## config.mk

```make
export PLATFORM = sky130hd
export DESIGN_NAME = sha2_ipu_ctrl
export DESIGN_NICKNAME = d
export VERILOG_FILES = /design/src/rtl/sha2_ipu_pkg.sv /design/src/rtl/sha2_ipu_ctrl.sv
export SDC_FILE = /design/constraint.sdc
export NUM_CORES = 1
export LEC_CHECK = 0
export ABC_AREA = 0
export CAP_MARGIN = 20
export CORE_AREA = 2 2 39 41
export DETAILED_ROUTE_END_ITERATION = 10
export DIE_AREA = 0 0 41 43
export MAX_ROUTING_LAYER = met4
export PLACE_DENSITY = 0.65
export SYNTH_ARGS = -nofsm -noshare
export SYNTH_HDL_FRONTEND = slang
export SYNTH_SLANG_ARGS = --single-unit
```

## constraint.sdc

```tcl
create_clock -name clk -period 1.7 [get_ports clk]
set_clock_uncertainty 0.2 [all_clocks]
set_input_delay 0.425 -clock clk [delete_from_list [all_inputs] [get_ports clk]]
set_output_delay 0.425 -clock clk [all_outputs]
set_load 0.03 [all_outputs]
```

## src/rtl/sha2_ipu_pkg.sv

```systemverilog
// Shared constants and state encodings for the SHA-2 input-processing unit.
// The datapath mux and the control FSM both import this package.
package sha2_ipu_pkg;

  localparam int unsigned IDX_W    = 3;
  localparam int unsigned LAST_IDX = 7;
  localparam int unsigned PKT_W    = 64;

  localparam logic [PKT_W-1:0] PAD_WORD = 64'h8000_0000_0000_0000;

  typedef enum logic [2:0] {
    DATA = 3'd0,
    PAD  = 3'd1,
    ZERO = 3'd2,
    MGLN = 3'd3,
    HOLD = 3'd4,
    FIN  = 3'd5
  } state_e;

  // Where HOLD resumes once the block has been consumed.
  typedef enum logic [1:0] {
    RET_DATA = 2'd0,
    RET_PAD  = 2'd1,
    RET_ZERO = 2'd2,
    RET_FIN  = 2'd3
  } ret_e;

  function automatic state_e ret_to_state(input ret_e r);
    case (r)
      RET_PAD:  return PAD;
      RET_ZERO: return ZERO;
      RET_FIN:  return FIN;
      default:  return DATA;
    endcase
  endfunction

endpackage

```

## src/rtl/sha2_ipu_ctrl.sv

```systemverilog
// Control FSM for the SHA-2 input-processing unit: accepts message packets,
// strobes pad/zero/length inserts into the datapath and releases 512-bit blocks.
module sha2_ipu_ctrl #(
  parameter int unsigned IDX_W    = sha2_ipu_pkg::IDX_W,
  parameter int unsigned LAST_IDX = sha2_ipu_pkg::LAST_IDX
) (
  input  logic             clk,
  input  logic             rst_b,
  input  logic             pkt_valid,
  input  logic             pkt_last,
  output logic             pkt_ready,
  input  logic [IDX_W-1:0] idx,
  output logic             st_pkt,
  output logic             pad_pkt,
  output logic             zero_pkt,
  output logic             mgln_pkt,
  output logic             clr,
  output logic             blk_valid,
  input  logic             blk_ready,
  output logic             msg_done
);
  import sha2_ipu_pkg::*;

  localparam logic [IDX_W-1:0] IDX_LAST   = IDX_W'(LAST_IDX);
  localparam logic [IDX_W-1:0] IDX_PENULT = IDX_W'(LAST_IDX - 1);

  state_e state_q, state_d;
  ret_e   ret_q, ret_d;

  always_comb begin
    state_d = state_q;
    ret_d   = ret_q;
    case (state_q)
      DATA: begin
        // pkt_ready is always high here, so pkt_valid alone marks the handshake
        if (pkt_valid) begin
          if (idx == IDX_LAST) begin
            state_d = HOLD;
            ret_d   = pkt_last ? RET_PAD : RET_DATA;
          end else if (pkt_last) begin
            state_d = PAD;
          end
        end
      end
      PAD: begin
        if (idx == IDX_LAST) begin
          state_d = HOLD;
          ret_d   = RET_ZERO;
        end else if (idx == IDX_PENULT) begin
          state_d = MGLN;
        end else begin
          state_d = ZERO;
        end
      end
      ZERO: begin
        if (idx == IDX_PENULT) state_d = MGLN;
      end
      MGLN: begin
        state_d = HOLD;
        ret_d   = RET_FIN;
      end
      HOLD: begin
        if (blk_ready) state_d = ret_to_state(ret_q);
      end
      FIN:     state_d = DATA;
      default: state_d = DATA;
    endcase
  end

  always_ff @(posedge clk) begin
    if (rst_b) begin
      state_q <= DATA;
      ret_q   <= RET_DATA;
    end else begin
      state_q <= state_d;
      ret_q   <= ret_d;
    end
  end

  // Outputs decode the held state; reset forces them all low.
  always_comb begin
    pkt_ready = 1'b0;
    st_pkt    = 1'b0;
    pad_pkt   = 1'b0;
    zero_pkt  = 1'b0;
    mgln_pkt  = 1'b0;
    clr       = 1'b0;
    blk_valid = 1'b0;
    msg_done  = 1'b0;
    if (!rst_b) begin
      case (state_q)
        DATA: begin
          pkt_ready = 1'b1;
          st_pkt    = pkt_valid;
        end
        PAD: begin
          st_pkt  = 1'b1;
          pad_pkt = 1'b1;
        end
        ZERO: begin
          st_pkt   = 1'b1;
          zero_pkt = 1'b1;
        end
        MGLN: begin
          st_pkt   = 1'b1;
          mgln_pkt = 1'b1;
        end
        HOLD: blk_valid = 1'b1;
        FIN: begin
          clr      = 1'b1;
          msg_done = 1'b1;
        end
        default: ;
      endcase
    end
  end

endmodule

```

==> impl_results.md <==
- Layout fillers: 116
- NumNets Final: 110
- FFs w/ async S/R, synth: 0
- Cell Area, Synth: 479.2 um2
- # Max-Cap Violations: 0
- Cells after Synth: 67
- Top Family by Delay on Critical Path: flip-flops
- Syn nets: 75
- Antenna-violating nets left: 0
- GRT Total Usage: 0.2113
- Worst slew pin tran: 0.2515 ns
- Critical path capture point type: primary output
- RSZ-0062 raised after global routing: true
- Antenna violations before repair: 0
- Placed cells: 107
- Top Layer Used: met4
- Post-Synth Simple-Gate Area: 0.3316
- Crit path arrival time: 1.13 ns
- Die height: 43 um
- # setup viols final: 5
- Fin. Hold Viols: 0
- Starting Density: 0.3463
- Unique masters post-synth: 29
- H-Tree Depth: 1
- Hold WC Path Type: reg2reg
- #FFs+latches synth: 5
- Post-CTS Hold Buffers: 0
- Crit-path max cell delay: 0.35 ns
- Residual DRC count: 0
- Logic depth of the worst path, buffers included: 3
- Slew Viols, Final: 0
- Post-synth top flop: dfxtp_1
- Slowest CP cell: dfxtp_4
- CTS tree: yes
- CP max FO: 5
- VDD IR max: 355.5 uV
- Status: finished, violations left
- Crit path required time: 1.07 ns
- GRT overflow: 0
- Layout cells sized above 1: 0.5842
- Starting DRT DRC Count: 12
- Max clock buf depth: 2
- CP bufs+invs: 1
- CTS root buffer: clkbuf_4
- Hold Path Depth: 2
- Core Footprint: 1384 um2
- Post-synthesis mux area share: 0
- Vias in the first global route: 624
- # IOs: 16
- R2R depth: 7
- TritonCTS Buffers: 3
- Fmax: 570.0 MHz
- Final period util: 1.032
- Skew-Pair Late Insertion Delay: 0.25 ns
- Syn. warnings: 0
- DIE WIDTH: 41 um
- Adder-Cell Fraction of Synth Area: 0
- Compound-gate portion of the synthesized area: 0.3525
- Sink Count: 5
- Main combinational cell family by area after synthesis: compound AO/OA/AOI/OAI gates
- Failing checks: negative setup slack
- Layout Cells excl Fill: 117
- EDFF count, synth: 0
- Die area: 1763 um2
- Final worst slack: -0.05454 ns
- Pwr/cell area: 595.8 nW/um2
- Wirelength, routed: 1552 um
- WL met2: 839 um
- Seq/Total Area, Yosys: 0.2089
- Mapped Avg Cell Area: 7.152 um2
- Post-Synth XOR/XNOR Area: 0
- WL/cell: 13.26 um
- Antenna cells: 0
- Via density: 5.590
- GPL Wtd Cong: 0.9451
- Startpoint Class: flip-flop
- Critical path type: reg2out
- Max_slew headroom: 0.8313
- Via count: 654
- DP Wirelength: 1151 um
- DR pass1 iterations: 4
- Worst R2R Setup Slack: 0.11 ns
- Met3 wire len: 60 um
- P&R area growth vs syn: 93.99%
- Largest net degree at the start of global routing: 13
- Cell Rows: 14
- Final min period: 1.755 ns
- DRT met1 WL: 599 um
- Worst-path clk slew: 0.05 ns
- First-pass GRT wire length: 2525 um
- Leakage: 0.3735 nW
- Port Buffers: 15
- DP Worst Slack: -0.3621 ns
- CP Cell Sequence: nand2b_1 -> nor3_2 -> buf_4
layout make-up:
type | count | area, um2 | area share
multi-input cells | 53 | 440.4 | 0.4738
repair buffers | 38 | 330.3 | 0.3553
flip-flops and latches | 5 | 108.9 | 0.1171
clock buffers | 4 | 26.28 | 0.02826
well taps | 16 | 20.02 | 0.02153
inverters | 1 | 3.754 | 0.004038
final timing paths:
kind                                 start          to
worst max register to register  state_q[1]  state_q[1]
worst min register to register    ret_q[0]    ret_q[0]
worst min-delay path              ret_q[0]    ret_q[0]
worst max-delay path            state_q[1]   blk_valid
synth_stat cells (all sizes together) (2+ instances only):
library cell	count	area, um2
nand2	6	22.52
a21oi	5	25.02
o32ai	2	17.52
dfxtp	5	100.1
nor2	8	30.03
a31oi	2	12.51
o21ai	4	23.77
nor3	8	45.04
o31ai	2	15.01
buf	7	43.79
nand2b	4	25.02
placed cells by master (no fill, tap or decap), types with 2 or more instances in the layout:
cell type / instances
buf_4: 22
nor2_4: 2
nand2b_1: 2
clkdlybuf4s50_1: 2
dfxtp_1: 2
o31ai_1: 2
a31oi_1: 2
buf_6: 9
o21ai_0: 3
dlygate4sd2_1: 3
a21oi_1: 4
nand2b_4: 2
clkbuf_4: 3
nor3_4: 2
nor3_1: 2
dfxtp_4: 2
nand2_1: 5
nor2_1: 6
nor3_2: 4
routing by layer:
layer	vias to the layer above	track usage
met1	309	0.2460
met5	-	-
met3	6	0.01571
li1	312	-
met4	0	0.1000
met2	27	0.3469
cell families after synthesis:
family          count (synthesis)
flops                           5
compound gates                 22
buf+inv                         9
simple gates                   31
state kept, by name, summed over array words and instances (netlist names):
| name | flops |
|---|---|
| state_q | 3 |
| ret_q | 2 |
per-stage QoR:
stage / TNS (ns) / power (mW) / util / area (um2) / hold WS [ns]
after floorplan: -0.08357 / 0.2948 / - / 578.1 / 0.2675
after global placement: -3.362 / 0.3650 / 0.5552 / 768.2 / 0.3133
after detailed placement: -3.559 / 0.3677 / 0.5552 / 768.2 / 0.3179
after CTS: -0.2347 / 0.5440 / 0.6492 / 898.4 / 0.3338
after global routing: -0.5169 / 0.5900 / 0.6718 / 929.6 / 0.3571
final: -0.1809 / 0.5539 / 0.6718 / 929.6 / 0.3295
worst register-to-register path, cell delays in order (launching register included):
cell      delay, ns
dfxtp_4        0.35
buf_4          0.14
buf_4          0.13
buf_4          0.13
nand4b_1       0.12
nand2_1        0.08
a21oi_1        0.21
o31ai_1        0.10
where the power goes:
group          leakage, nW  switching [mW]  internal, mW  total (mW)
clock               0.0150          0.0545        0.0891       0.144
sequential          0.0426          0.0148         0.128       0.142
combinational        0.316           0.135         0.133       0.268
timing repair:
item / CTS / global route
resized for setup: 25 / 6
setup buffers: 6 / 0
setup endpoints to repair: 11 / 11
pin swaps: 9 / 3
(Power assumes the default switching activity.)
==> RTL edit 1 (same settings) <==
Reset style: asynchronous (`rst_b`), changed in one clocked block.
--- a/src/rtl/sha2_ipu_ctrl.sv
+++ b/src/rtl/sha2_ipu_ctrl.sv
@@ -69,3 +69,3 @@
 
-  always_ff @(posedge clk) begin
+  always_ff @(posedge clk or posedge rst_b) begin
     if (rst_b) begin
Formal check against the unedited RTL: same outputs for any inputs over 10 cycles, from zero or initial values and one cycle with rst_b high; that may be too few to reach the edited logic, so the function may still have changed.
==> RTL edit 1 against the unedited design <==
The run still ends with negative setup slack left; core utilization decreased by 5.0 points; sequential cell count stayed put; hold slack worse by 0.16 ns; worst setup slack worse by 0.17 ns; final area shrank 7.4%; routed wire length decreased by 12%; via count shrank 19%; area after synthesis decreased by 15%; critical endpoint unchanged.
Power is not compared: it rests on default switching activity, and its combinational part moved more than twofold at a synthesized area within 25%.
==> RTL edit 1: results (changes against the unedited design) <==
maximum fanout encountered on the critical timing path 4 (-1); Placer Congestion 0.782 (-17%); Unique masters post-synth 25 (-14%); clock buf count 3 (-1); Reg-to-Reg End state_q[1]$_DFFE_PP0P_; post-route setup slack -0.225 ns (-0.171 ns); combined area of the multi-input logic cells 357 sq um (-19%); count of routing violations after the opening detailed-route iteration 10 (-2); complex-gate fraction of the synthesized area 0.174 (-0.178); hold slack final 0.167 ns (-0.162 ns); global routing met2 resource utilization 0.297 (-0.0500); met1 usage 0.195 (-0.0512); synth cell count leaders sky130_fd_sc_hd__nor2_1, sky130_fd_sc_hd__nand2_1, sky130_fd_sc_hd__dfrtp_1, sky130_fd_sc_hd__nor3_1, sky130_fd_sc_hd__nand3_1; total number of vias 529 (-19%); placed cell areas 697 sq um (-9.3%); leakage component of the power approximately 0.38 nW; Slew headroom 0.823 (-0.00824); mux share of post-synthesis cell area 0.0795 (+0.0795); fraction of the yosys area taken by sequential cells 0.306 (+0.0969); routed wl met2 747 um (-11%); TNS Setup -1.25 ns (-1.07 ns); worst setup slack before clock tree synthesis -0.321 ns (+0.0413 ns); Register-to-Register Setup Slack 0.08 ns (-0.03 ns); VDD IR max just over 0.8 mV; wire length per cell after detailed routing 12.8 um (-3.7%); crit-path max cell delay 0.42 ns (+0.07 ns); Top Family by Delay on Critical Path simple AND/OR/NAND/NOR gates; clock network area share 0.0320 (+0.00371); number of multi-input logic gates 43 (-19%); final count of negative-setup-slack endpoints 8 (+3); cell count after placement 98 (-8.4%); via count of the first global-routing pass 537 (-14%); predominant post-synthesis flop cell sky130_fd_sc_hd__dfrtp_1; largest net degree at the start of global routing 12 (-1); via density per instance 4.94 (-12%); violations in the final reports negative setup slack; share of layout cells above drive strength 1 0.615 (+0.0312); Post-synth ARST share 1.00 (+1.00); post-synthesis instance total 54 (-19%); Signal inverters 2 (+1); final sequential cell count 5 (unchanged); NumNets Final 100 (-9.1%); cell at the slowest stage of the critical path sky130_fd_sc_hd__dfrtp_1; buffer count excluding the clock tree in the final layout 37 (-2.6%); sequential cell area in the final layout 126 sq um (+16%); number of filler instances in the final layout 109 (-6.0%); path class of the lowest-slack min-delay path in -> async; routed metal-1 wire length 504 um (-16%); outcome finished, violations left; half-perimeter wire length of the detailed placement result 1010 um (-12%); global routing met3 resource utilization 0.0733 (+0.0576); Worst Path Arrival 1.30 ns (+0.17 ns); worst-case reg-to-reg path depth 8 (+1); all-layer global routing usage 0.192 (-0.0194)
[RTL edit 1: changes by cell type after synthesis, moves of 2 or more]
cell / before / now
sky130_fd_sc_hd__mux2_2: 0 / 2
sky130_fd_sc_hd__o31ai_1: 2 / 0
sky130_fd_sc_hd__nand3_1: 0 / 4
sky130_fd_sc_hd__buf_2: 5 / 2
sky130_fd_sc_hd__a21oi_1: 5 / 2
sky130_fd_sc_hd__nand2b_1: 4 / 1
sky130_fd_sc_hd__nor3_1: 7 / 5
sky130_fd_sc_hd__nand3b_1: 0 / 2
sky130_fd_sc_hd__dfrtp_1: 0 / 5
sky130_fd_sc_hd__dfxtp_1: 5 / 0
[RTL edit 1: where the power goes]
group / switching, W / total [W] / internal [W]
logic: 0.000476 / 0.000953 / 0.000477
clock network: 0.0000555 / 0.000141 / 0.0000854
registers: 0.0000542 / 0.000227 / 0.000173
[RTL edit 1: what timing repair did]
item                                    in CTS  in global routing
pin swaps                                    3                  2
buffers inserted                             1                  4
gates resized for setup                     14                 13
endpoints found under the setup margin       9                 11
==> RTL edit 2 (same settings) <==
Without the edit above. The package constant `IDX_W` goes from 3 to 2.
--- a/src/rtl/sha2_ipu_pkg.sv
+++ b/src/rtl/sha2_ipu_pkg.sv
@@ -4,3 +4,3 @@
 
-  localparam int unsigned IDX_W    = 3;
+  localparam int unsigned IDX_W    = 2;
   localparam int unsigned LAST_IDX = 7;
Ports: changed (resized idx); port bits go from 16 to 15. The function was not compared with the original's and may differ.
==> RTL edit 2 against the unedited design <==
The run still ends with negative setup slack left; final cell count is 15% lower; sequential share of layout area is 1.5 points higher; routed wire length decreased by 15%; final area fell by 9.6%; sequential cell count unchanged; clock power fell by 9.7%; area after synthesis down 1.0%; fmax is 1.4% higher; total power increased by 29%; worst setup slack better by 0.023 ns; critical path type is now in -> out; critical endpoint is now pad_pkt.
==> RTL edit 2: results (changes against the unedited design) <==
launch point of the worst reg-to-reg path state_q[0]$_SDFFE_PP0P_; global routing met2 resource utilization 0.241 (-0.106); Worst Path Arrival 1.11 ns (-0.02 ns); worst-case reg-to-reg path depth 5 (-2); cell count after placement 90 (-16%); Top Family by Delay on Critical Path buffers and inverters; largest registers state_q (3), ret_q (2); first-pass GRT wire length 2050 um (-19%); Hold Path Sink ret_q[1]$_SDFFE_PP0P_; share of layout cells above drive strength 1 0.590 (+0.00620); Register-to-Register Setup Slack 0.16 ns (+0.05 ns); global routing met3 resource utilization 0.0209 (+0.00524); Reg-to-Reg End state_q[2]$_SDFFE_PP0P_; top cells by area in the synthesized netlist sky130_fd_sc_hd__dfxtp_1, sky130_fd_sc_hd__a211oi_2, sky130_fd_sc_hd__nand2b_1, sky130_fd_sc_hd__nor3_1, sky130_fd_sc_hd__buf_6; IO buf count 14 (-1); half-perimeter wire length of the detailed placement result 928 um (-19%); via count of the first global-routing pass 471 (-25%); leakage component of the power 0.341 nW (-8.6%); Least-Margin Pin Slew 0.270 ns (+0.0184 ns); number of multi-input logic gates 43 (-19%); DR pass1 iterations 4 (unchanged); relative area of non-clock buffer cells in the final design 0.317 (-0.0384); NumNets Final 91 (-17%); Num CTS Buffers 3 (unchanged); worst setup slack before clock tree synthesis -0.296 ns (+0.0664 ns); fraction of the yosys area taken by sequential cells 0.211 (+0.00220); count of routing violations after the opening detailed-route iteration 10 (-2); Placer Congestion 0.782 (-17%); TNS Setup -0.0322 ns (+0.149 ns); number of filler instances in the final layout 119 (+2.6%); maximum fanout encountered on the critical timing path 3 (-2); proportion of cell area occupied by multi-input gates 0.479 (+0.00541); crit-path max cell delay 0.18 ns (-0.17 ns); number of setup buffers added after CTS 3 (-3); path class of the lowest-slack min-delay path reg -> reg; Power Density 851 nW/um^2 (+43%); outcome finished, violations left; met1 usage 0.233 (-0.0129); Signal inverters 3 (+2); cell at the slowest stage of the critical path sky130_fd_sc_hd__buf_4; clock network area share 0.0313 (+0.00299); Unique masters post-synth 33 (+14%); synth cell count leaders sky130_fd_sc_hd__dfxtp_1, sky130_fd_sc_hd__nor3_1, sky130_fd_sc_hd__nand2b_1, sky130_fd_sc_hd__nand2_1, sky130_fd_sc_hd__nor2_1; VDD IR max 0.475 mV (+33%); net count after synthesis 64 (-15%); largest net degree at the start of global routing 14 (+1); final count of negative-setup-slack endpoints 2 (-3); all-layer global routing usage 0.173 (-0.0381); syn_area_per_cell 8.32 sq um (+16%); violations in the final reports negative setup slack; hold slack final 0.296 ns (-0.0336 ns); worst-skew pair later-pin latency 0.23 ns (-0.02 ns); sequential cell area in the final layout 111 sq um (+2.3%); total number of vias 542 (-17%); post-route setup slack -0.0311 ns (+0.0234 ns); Detailed Route WL 1320 um (-15%)
==> RTL edit 2: cell types whose count changed in the layout (fill, tap and decap cells not counted), sizes merged, moves of 2 or more <==
cell and change:
nor2 -5, nor3 -2, o21ai -4, nand2 -3, dlygate4sd2 -3, inv +2, and4bb +2, buf -9
o31ai -2, a211oi +3, a21oi -3
==> RTL edit 2: cells by family (layout without fill, tap and decap cells) <==
kind of cell           count (synthesis)  count (layout)  share of synthesized area
multiplexers                           1               1                     0.0211
AO/OA/AOI/OAI                         17              17                      0.296
buffers and inverters                  9              35                      0.121
AND/OR/NAND/NOR                       25              25                      0.351
flip-flops                             5               5                      0.211
==> RTL edit 2: layer usage <==
layer  routed length [um]  vias to the layer above
li1                     -                      270
met1                  608                      254
met2                  628                       18
met3                   84                        0
met4                    0                        0
met5                    0                        -
==> RTL edit 2: worst max path at each step <==
stage / start / end / slack (ns)
6_report: rst_b / pad_pkt / -0.03
3_5_place_dp: rst_b / pad_pkt / -0.30
2_1_floorplan: rst_b / pkt_ready / -0.15
3_3_place_gp: rst_b / mgln_pkt / -0.28
4_1_cts: rst_b / pkt_ready / -0.02
5_1_grt: state_q[1]$_SDFFE_PP0P_ / pkt_ready / -0.06
==> RTL edit 2: tightest hold or removal path: stages (launching register included) <==
cell and delay, ns:
sky130_fd_sc_hd__dfxtp_1 0.32, sky130_fd_sc_hd__nand2b_1 0.07, sky130_fd_sc_hd__o21bai_1 0.06
==> RTL edit 2: power by group <==
group | leakage (nW) | switching, W | internal (W)
Sequential | 0.0429 | 0.0000524 | 0.000142
Clock | 0.0150 | 0.0000415 | 0.0000883
Combinational | 0.283 | 0.000196 | 0.000196
